<file path="config.mk">
export PLATFORM = sky130hd
export DESIGN_NAME = seq_sync_tx_flat
export DESIGN_NICKNAME = d
export VERILOG_FILES = /design/src/rtl/seq_sync_tx_if.sv /design/src/rtl/seq_sync_tx.sv /design/src/flat_wrapper.sv
export SDC_FILE = /design/constraint.sdc
export NUM_CORES = 1
export LEC_CHECK = 0
export ABC_AREA = 1
export CAP_MARGIN = 20
export CORE_ASPECT_RATIO = 0.75
export CORE_MARGIN = 10
export CORE_UTILIZATION = 33
export CTS_CLUSTER_DIAMETER = 40
export DETAILED_ROUTE_END_ITERATION = 12
export PLACE_DENSITY_LB_ADDON = 0.25
export RECOVER_POWER = 50
export SETUP_SLACK_MARGIN = 0.02
export SLEW_MARGIN = 20
export SYNTH_ARGS = -nofsm -noshare
export SYNTH_HDL_FRONTEND = slang
export SYNTH_SLANG_ARGS = --single-unit
export TNS_END_PERCENT = 10
</file>
<file path="constraint.sdc">
create_clock -name clk -period 3.35 [get_ports clk]
set_input_delay 0.335 -clock clk [delete_from_list [all_inputs] [get_ports clk]]
set_output_delay 0.335 -clock clk [all_outputs]
set_load 0.05 [all_outputs]
</file>
<file path="src/rtl/seq_sync_tx_if.sv">
// seq_sync_tx_if: payload handshake between a word producer and the
// sync-frame transmitter.
//   in_valid  producer offers a payload word
//   in_ready  transmitter can accept a word this cycle
//   in_data   payload word, sampled on accept
// Modports: master = producer side, slave = transmitter side.
interface seq_sync_tx_if #(
  parameter int NBITS = 4
) ();
  logic             in_valid;
  logic             in_ready;
  logic [NBITS-1:0] in_data;

  modport master (output in_valid, output in_data, input in_ready);
  modport slave  (input in_valid, input in_data, output in_ready);
endinterface

</file>
<file path="src/rtl/seq_sync_tx.sv">
// seq_sync_tx: serial sync-frame transmitter.
// Each accepted payload word is sent as the marker 1,0,1, then the payload
// MSB-first, then two guard zeros, followed by at least one idle cycle.
// Ports:
//   clk        clock, rising edge
//   reset      asynchronous active-low reset
//   bus        slave side of the payload handshake (in_valid/in_ready/in_data)
//   out        serial line bit
//   out_valid  high while a frame is in progress (SYNC, DATA or GAP)
//   state      one-hot FSM state for debug: IDLE=0001 SYNC=0010 DATA=0100 GAP=1000
module seq_sync_tx #(
  parameter int NBITS = 4
) (
  input  logic                clk,
  input  logic                reset,
  seq_sync_tx_if.slave        bus,
  output logic                out,
  output logic                out_valid,
  output logic [3:0]          state
);

  // The counter must also reach 2 in SYNC, so it never drops below 2 bits
  // even when $clog2(NBITS+1) would give 1 (NBITS=1).
  localparam int CW = ($clog2(NBITS + 1) < 2) ? 2 : $clog2(NBITS + 1);

  localparam logic [CW-1:0] CNT_ONE   = CW'(1);
  localparam logic [CW-1:0] SYNC_LAST = CW'(2);
  localparam logic [CW-1:0] DATA_LAST = CW'(NBITS - 1);
  localparam logic [CW-1:0] GAP_LAST  = CW'(1);

  typedef enum logic [3:0] {
    IDLE = 4'b0001,
    SYNC = 4'b0010,
    DATA = 4'b0100,
    GAP  = 4'b1000
  } state_t;

  state_t           state_reg, state_next;
  logic [CW-1:0]    cnt_reg, cnt_next;
  logic [NBITS-1:0] shift_reg, shift_next;
  logic             out_bit;
  logic             busy;
  logic             ready;

  always_ff @(posedge clk or negedge reset) begin
    if (!reset) begin
      state_reg <= IDLE;
      cnt_reg   <= '0;
      shift_reg <= '0;
    end else begin
      state_reg <= state_next;
      cnt_reg   <= cnt_next;
      shift_reg <= shift_next;
    end
  end

  always_comb begin
    state_next = state_reg;
    cnt_next   = cnt_reg;
    shift_next = shift_reg;
    out_bit    = 1'b0;
    busy       = 1'b0;
    ready      = 1'b0;

    case (state_reg)
      IDLE: begin
        ready = 1'b1;
        if (bus.in_valid) begin
          shift_next = bus.in_data;
          cnt_next   = '0;
          state_next = SYNC;
        end
      end

      SYNC: begin
        busy    = 1'b1;
        // Marker 1,0,1: only the middle count drives a zero.
        out_bit = (cnt_reg != CNT_ONE);
        if (cnt_reg == SYNC_LAST) begin
          cnt_next   = '0;
          state_next = DATA;
        end else begin
          cnt_next = cnt_reg + CNT_ONE;
        end
      end

      DATA: begin
        busy       = 1'b1;
        out_bit    = shift_reg[NBITS-1];
        shift_next = shift_reg << 1;
        if (cnt_reg == DATA_LAST) begin
          cnt_next   = '0;
          state_next = GAP;
        end else begin
          cnt_next = cnt_reg + CNT_ONE;
        end
      end

      GAP: begin
        busy = 1'b1;
        if (cnt_reg == GAP_LAST) begin
          cnt_next   = '0;
          state_next = IDLE;
        end else begin
          cnt_next = cnt_reg + CNT_ONE;
        end
      end

      default: begin
        // Corrupted encoding: recover to IDLE with all outputs quiet.
        cnt_next   = '0;
        state_next = IDLE;
      end
    endcase
  end

  assign bus.in_ready = ready;
  assign out          = out_bit;
  assign out_valid    = busy;
  assign state        = state_reg;

endmodule
</file>
<file path="src/flat_wrapper.sv">
// flat-port wrapper written by rule: the top's interface ports become plain ports
module seq_sync_tx_flat 
#(
  parameter int NBITS = 4
)
  (clk, reset, out, out_valid, state, bus_in_valid, bus_in_data, bus_in_ready);
  seq_sync_tx_if #(.NBITS(NBITS)) bus_i ();
  input  logic clk;
  input  logic reset;
  output logic out;
  output logic out_valid;
  output logic [3:0] state;
  input wire logic [$bits(bus_i.in_valid)-1:0] bus_in_valid;
  input wire logic [$bits(bus_i.in_data)-1:0] bus_in_data;
  output wire logic [$bits(bus_i.in_ready)-1:0] bus_in_ready;
  assign bus_i.in_valid = bus_in_valid;
  assign bus_i.in_data = bus_in_data;
  assign bus_in_ready = bus_i.in_ready;
  seq_sync_tx #(.NBITS(NBITS)) u_core (.clk(clk), .reset(reset), .bus(bus_i), .out(out), .out_valid(out_valid), .state(state));
endmodule
</file>
==> impl_results.html <==
<table>
<tr><th>Metric</th><th>Value</th></tr>
<tr><th colspan="2">Timing</th></tr>
<tr><td>Max-Slew Margin vs Limit</td><td>65.58%</td></tr>
<tr><td>Number of setup violations in the final report</td><td>0</td></tr>
<tr><td>Worst-margin pin slew</td><td>0.5146 ns</td></tr>
<tr><td>Minimum clock period after layout</td><td>2.394 ns</td></tr>
<tr><td>Setup repair after global routing missed its margin</td><td>false</td></tr>
<tr><td>Final hold violation count</td><td>0</td></tr>
<tr><td>Post-route clock period utilization</td><td>71.47%</td></tr>
<tr><td>Slew Limit Fails</td><td>0</td></tr>
<tr><td>Setup TNS</td><td>0 ns</td></tr>
<tr><td>Final Skew</td><td>0.002037 ns</td></tr>
<tr><td>Fmax</td><td>417.7 MHz</td></tr>
<tr><th colspan="2">Clock network</th></tr>
<tr><td>Clock sink total</td><td>11</td></tr>
<tr><td>Setup Fix Bufs, Post-CTS</td><td>0</td></tr>
<tr><td>Post-CTS clock slew at the launch and capture registers of the worst setup and hold paths</td><td>0.07 ns</td></tr>
<tr><td>Hold-fix buffers at CTS</td><td>0</td></tr>
<tr><td>Clock Latency Late Sink</td><td>0.27 ns</td></tr>
<tr><td>Clock Tree Buf Depth</td><td>2</td></tr>
<tr><td>Clock root buffer master</td><td>clkbuf_4</td></tr>
<tr><td>Post-CTS resize count</td><td>0</td></tr>
<tr><td>Maximum level of the CTS H-tree</td><td>1</td></tr>
<tr><td>Clock tree from TritonCTS</td><td>yes</td></tr>
<tr><td>Total clock buffers created by CTS</td><td>3</td></tr>
<tr><th colspan="2">Final layout</th></tr>
<tr><td>Layout cells sized above 1</td><td>6.481%</td></tr>
<tr><td>Final standard cell area without fillers</td><td>849.6 um^2</td></tr>
<tr><td>Number of diodes</td><td>0</td></tr>
<tr><td>Top library cells by usage in the layout, fill and taps aside</td><td>nand2_1, inv_1, clkdlybuf4s50_1</td></tr>
<tr><td>Area growth, synth to finish</td><td>25.97%</td></tr>
<tr><td>Final net count</td><td>121</td></tr>
<tr><td>Most common cell after layout, fill and taps aside</td><td>nand2_1</td></tr>
<tr><th colspan="2">Detailed routing</th></tr>
<tr><td>Pre-Repair DR Iteration Count</td><td>5</td></tr>
<tr><td>DRT Wirelength</td><td>1.422 mm</td></tr>
<tr><td>Total via count after detailed routing</td><td>594</td></tr>
<tr><td>Routed WL per cell</td><td>10.77 um</td></tr>
<tr><td>DRC violations left</td><td>0</td></tr>
<tr><td>Antenna-violating nets left</td><td>0</td></tr>
<tr><td>Post-detailed-route via-to-cell ratio</td><td>4.500</td></tr>
<tr><td>Count of routing violations after the opening detailed-route iteration</td><td>36</td></tr>
<tr><th colspan="2">Job</th></tr>
<tr><td>Reported max-cap violation count</td><td>0</td></tr>
<tr><th colspan="2">Synth</th></tr>
<tr><td>Number of warning messages in the yosys log</td><td>0</td></tr>
<tr><td>Number of distinct library cell variants in the gate-level netlist after synthesis</td><td>14</td></tr>
<tr><td>Register bit count reported by yosys</td><td>11</td></tr>
<tr><td>Synth Cell Area</td><td>674.4 um^2</td></tr>
<tr><td>Nets in the synthesized netlist</td><td>104</td></tr>
<tr><td>Average cell area after synthesis</td><td>7.330 um^2</td></tr>
<tr><td>Post-Syn Instances</td><td>92</td></tr>
<tr><td>Sequential fraction of the synthesis area</td><td>41.00%</td></tr>
<tr><th colspan="2">Die</th></tr>
<tr><td>Die height</td><td>59.15 um</td></tr>
<tr><td>Core region area</td><td>0.001979 mm^2</td></tr>
<tr><td>Initial cell density of the core</td><td>34.07%</td></tr>
<tr><td>IO Pins</td><td>14</td></tr>
<tr><td>Die area</td><td>0.004271 mm^2</td></tr>
<tr><td>Width of the die</td><td>72.20 um</td></tr>
<tr><td>Standard-cell rows</td><td>14</td></tr>
<tr><th colspan="2">Setup path</th></tr>
<tr><td>CP cell instances</td><td>nor2_2 &gt; nand2_2 &gt; o21ai_0 &gt; clkdlybuf4s50_1</td></tr>
<tr><td>Required time at the worst-slack endpoint</td><td>3.01 ns</td></tr>
<tr><td>Nature of the critical path startpoint</td><td>register</td></tr>
<tr><td>CP max-delay cell</td><td>clkdlybuf4s50_1</td></tr>
<tr><td>Max stage delay on crit path</td><td>0.83 ns</td></tr>
<tr><td>Max FO, Critical Path</td><td>11</td></tr>
<tr><td>Nature of the critical path endpoint</td><td>output pin</td></tr>
<tr><td>Critical setup path kind</td><td>register to output pin</td></tr>
<tr><td>Crit path arrival time</td><td>2.06 ns</td></tr>
<tr><th colspan="2">Power</th></tr>
<tr><td>Leakage power summed over all cells</td><td>0.4580 nW</td></tr>
<tr><td>Largest voltage drop on the vdd net</td><td>0.6284 mV</td></tr>
<tr><td>Power density normalized to cell area</td><td>933.8 mW/mm^2</td></tr>
<tr><th colspan="2">Global route</th></tr>
<tr><td>Leftover overflow at the end of global routing</td><td>0</td></tr>
<tr><td>Combined global-route utilization of all metal layers</td><td>7.363%</td></tr>
<tr><td>Pin count of the biggest net entering global routing</td><td>12</td></tr>
<tr><td>Via count of the first global-routing pass</td><td>544</td></tr>
<tr><td>Number of antenna violations at the first check in global routing</td><td>0</td></tr>
<tr><td>First-pass GRT wire length</td><td>2.428 mm</td></tr>
<tr><th colspan="2">Place</th></tr>
<tr><td>Port Buf Inserts</td><td>13</td></tr>
<tr><td>Total cell area at the placement stage</td><td>823.3 um^2</td></tr>
<tr><td>Routability cong.</td><td>0.7994</td></tr>
<tr><td>HPWL after detailed placement</td><td>1.194 mm</td></tr>
<tr><th colspan="2">Run status</th></tr>
<tr><td>Status</td><td>completed</td></tr>
<tr><th colspan="2">Min path</th></tr>
<tr><td>Type of the tightest min-delay check</td><td>primary input to asynchronous set/reset pin</td></tr>
</table>
-- final cells by class --
class                           instances  area, um^2
Clock buffer                            4       26.28
Fill cell                             209        1130
Inverter                               18       67.56
Multi-Input combinational cell         62       319.1
Sequential cell                        11       276.5
Tap cell                               24       30.03
Timing Repair Buffer                   13       130.1
-- worst paths after layout --
kind	startpoint	to	slack, ns	cells after the start
worst max-delay path	u_core.state[1]	out	0.96	4
worst min-delay path	reset	u_core.shift_reg[1]	0.47	1
worst max register to register	u_core.cnt_reg[1]	u_core.cnt_reg[1]	1.96	6
worst min register to register	u_core.cnt_reg[2]	u_core.cnt_reg[2]	0.53	2
max in group asynchronous	reset	u_core.state[0]	2.52	1
min in group clk	u_core.cnt_reg[2]	u_core.cnt_reg[2]	0.53	2
-- cell families (layout without fill, tap and decap cells) --
kind of cell    count (synthesis)  count (layout)  share of synthesized area (%)
flops                          11              11                          41.00
fa+ha+maj                       5               5                          9.276
buf+inv                        19              35                          11.69
simple gates                   46              46                          29.87
compound gates                 11              11                          8.163
-- Yosys cell counts --
library cell	instances	share of area [%]
nor2_1	4	2.2
o21ai_1	4	3.0
dfstp_2	1	3.9
nand2_1	26	14
nand3b_1	1	1.1
buf_6	1	1.7
dfrtp_1	10	37
nand2_2	1	0.93
nor2_2	3	2.8
ha_1	5	9.3
inv_1	18	10
o21ai_0	7	5.2
or2_1	1	0.93
nand3_1	10	7.4
-- power by group --
part           switching (mW)  internal, mW
Combinational           0.336         0.149
Sequential             0.0325         0.187
Clock                  0.0437        0.0461
Total                   0.412         0.381
-- metrics by stage --
step	worst slack [ns]	cells	power [mW]	hold WS [ns]	utilization, %
6_report	0.9557	132	0.7933	0.4750	42.92
5_1_grt	0.8292	132	0.8636	0.4897	42.92
4_1_cts	0.9344	132	0.8044	0.4085	42.92
3_5_place_dp	1.233	128	0.7121	0.5233	41.59
3_3_place_gp	1.272	128	0.7098	0.5186	41.59
2_1_floorplan	0.8521	92	0.5687	0.03941	-
-- metal layers --
metal	up-vias	routed length [um]	global-route usage, %
met5	-	0	0
li1	318	-	-
met4	0	20	3.306
met3	2	165	4.858
met2	22	548	9.215
met1	252	688	9.342
-- worst max-delay path: cells and delay by family (launching register included) --
kind | cells | cell delay, ns
flops | 1 | 0.41
compound gates | 1 | 0.18
simple gates | 2 | 0.37
buf+inv | 1 | 0.83
Power figures use the tool's default switching activity.
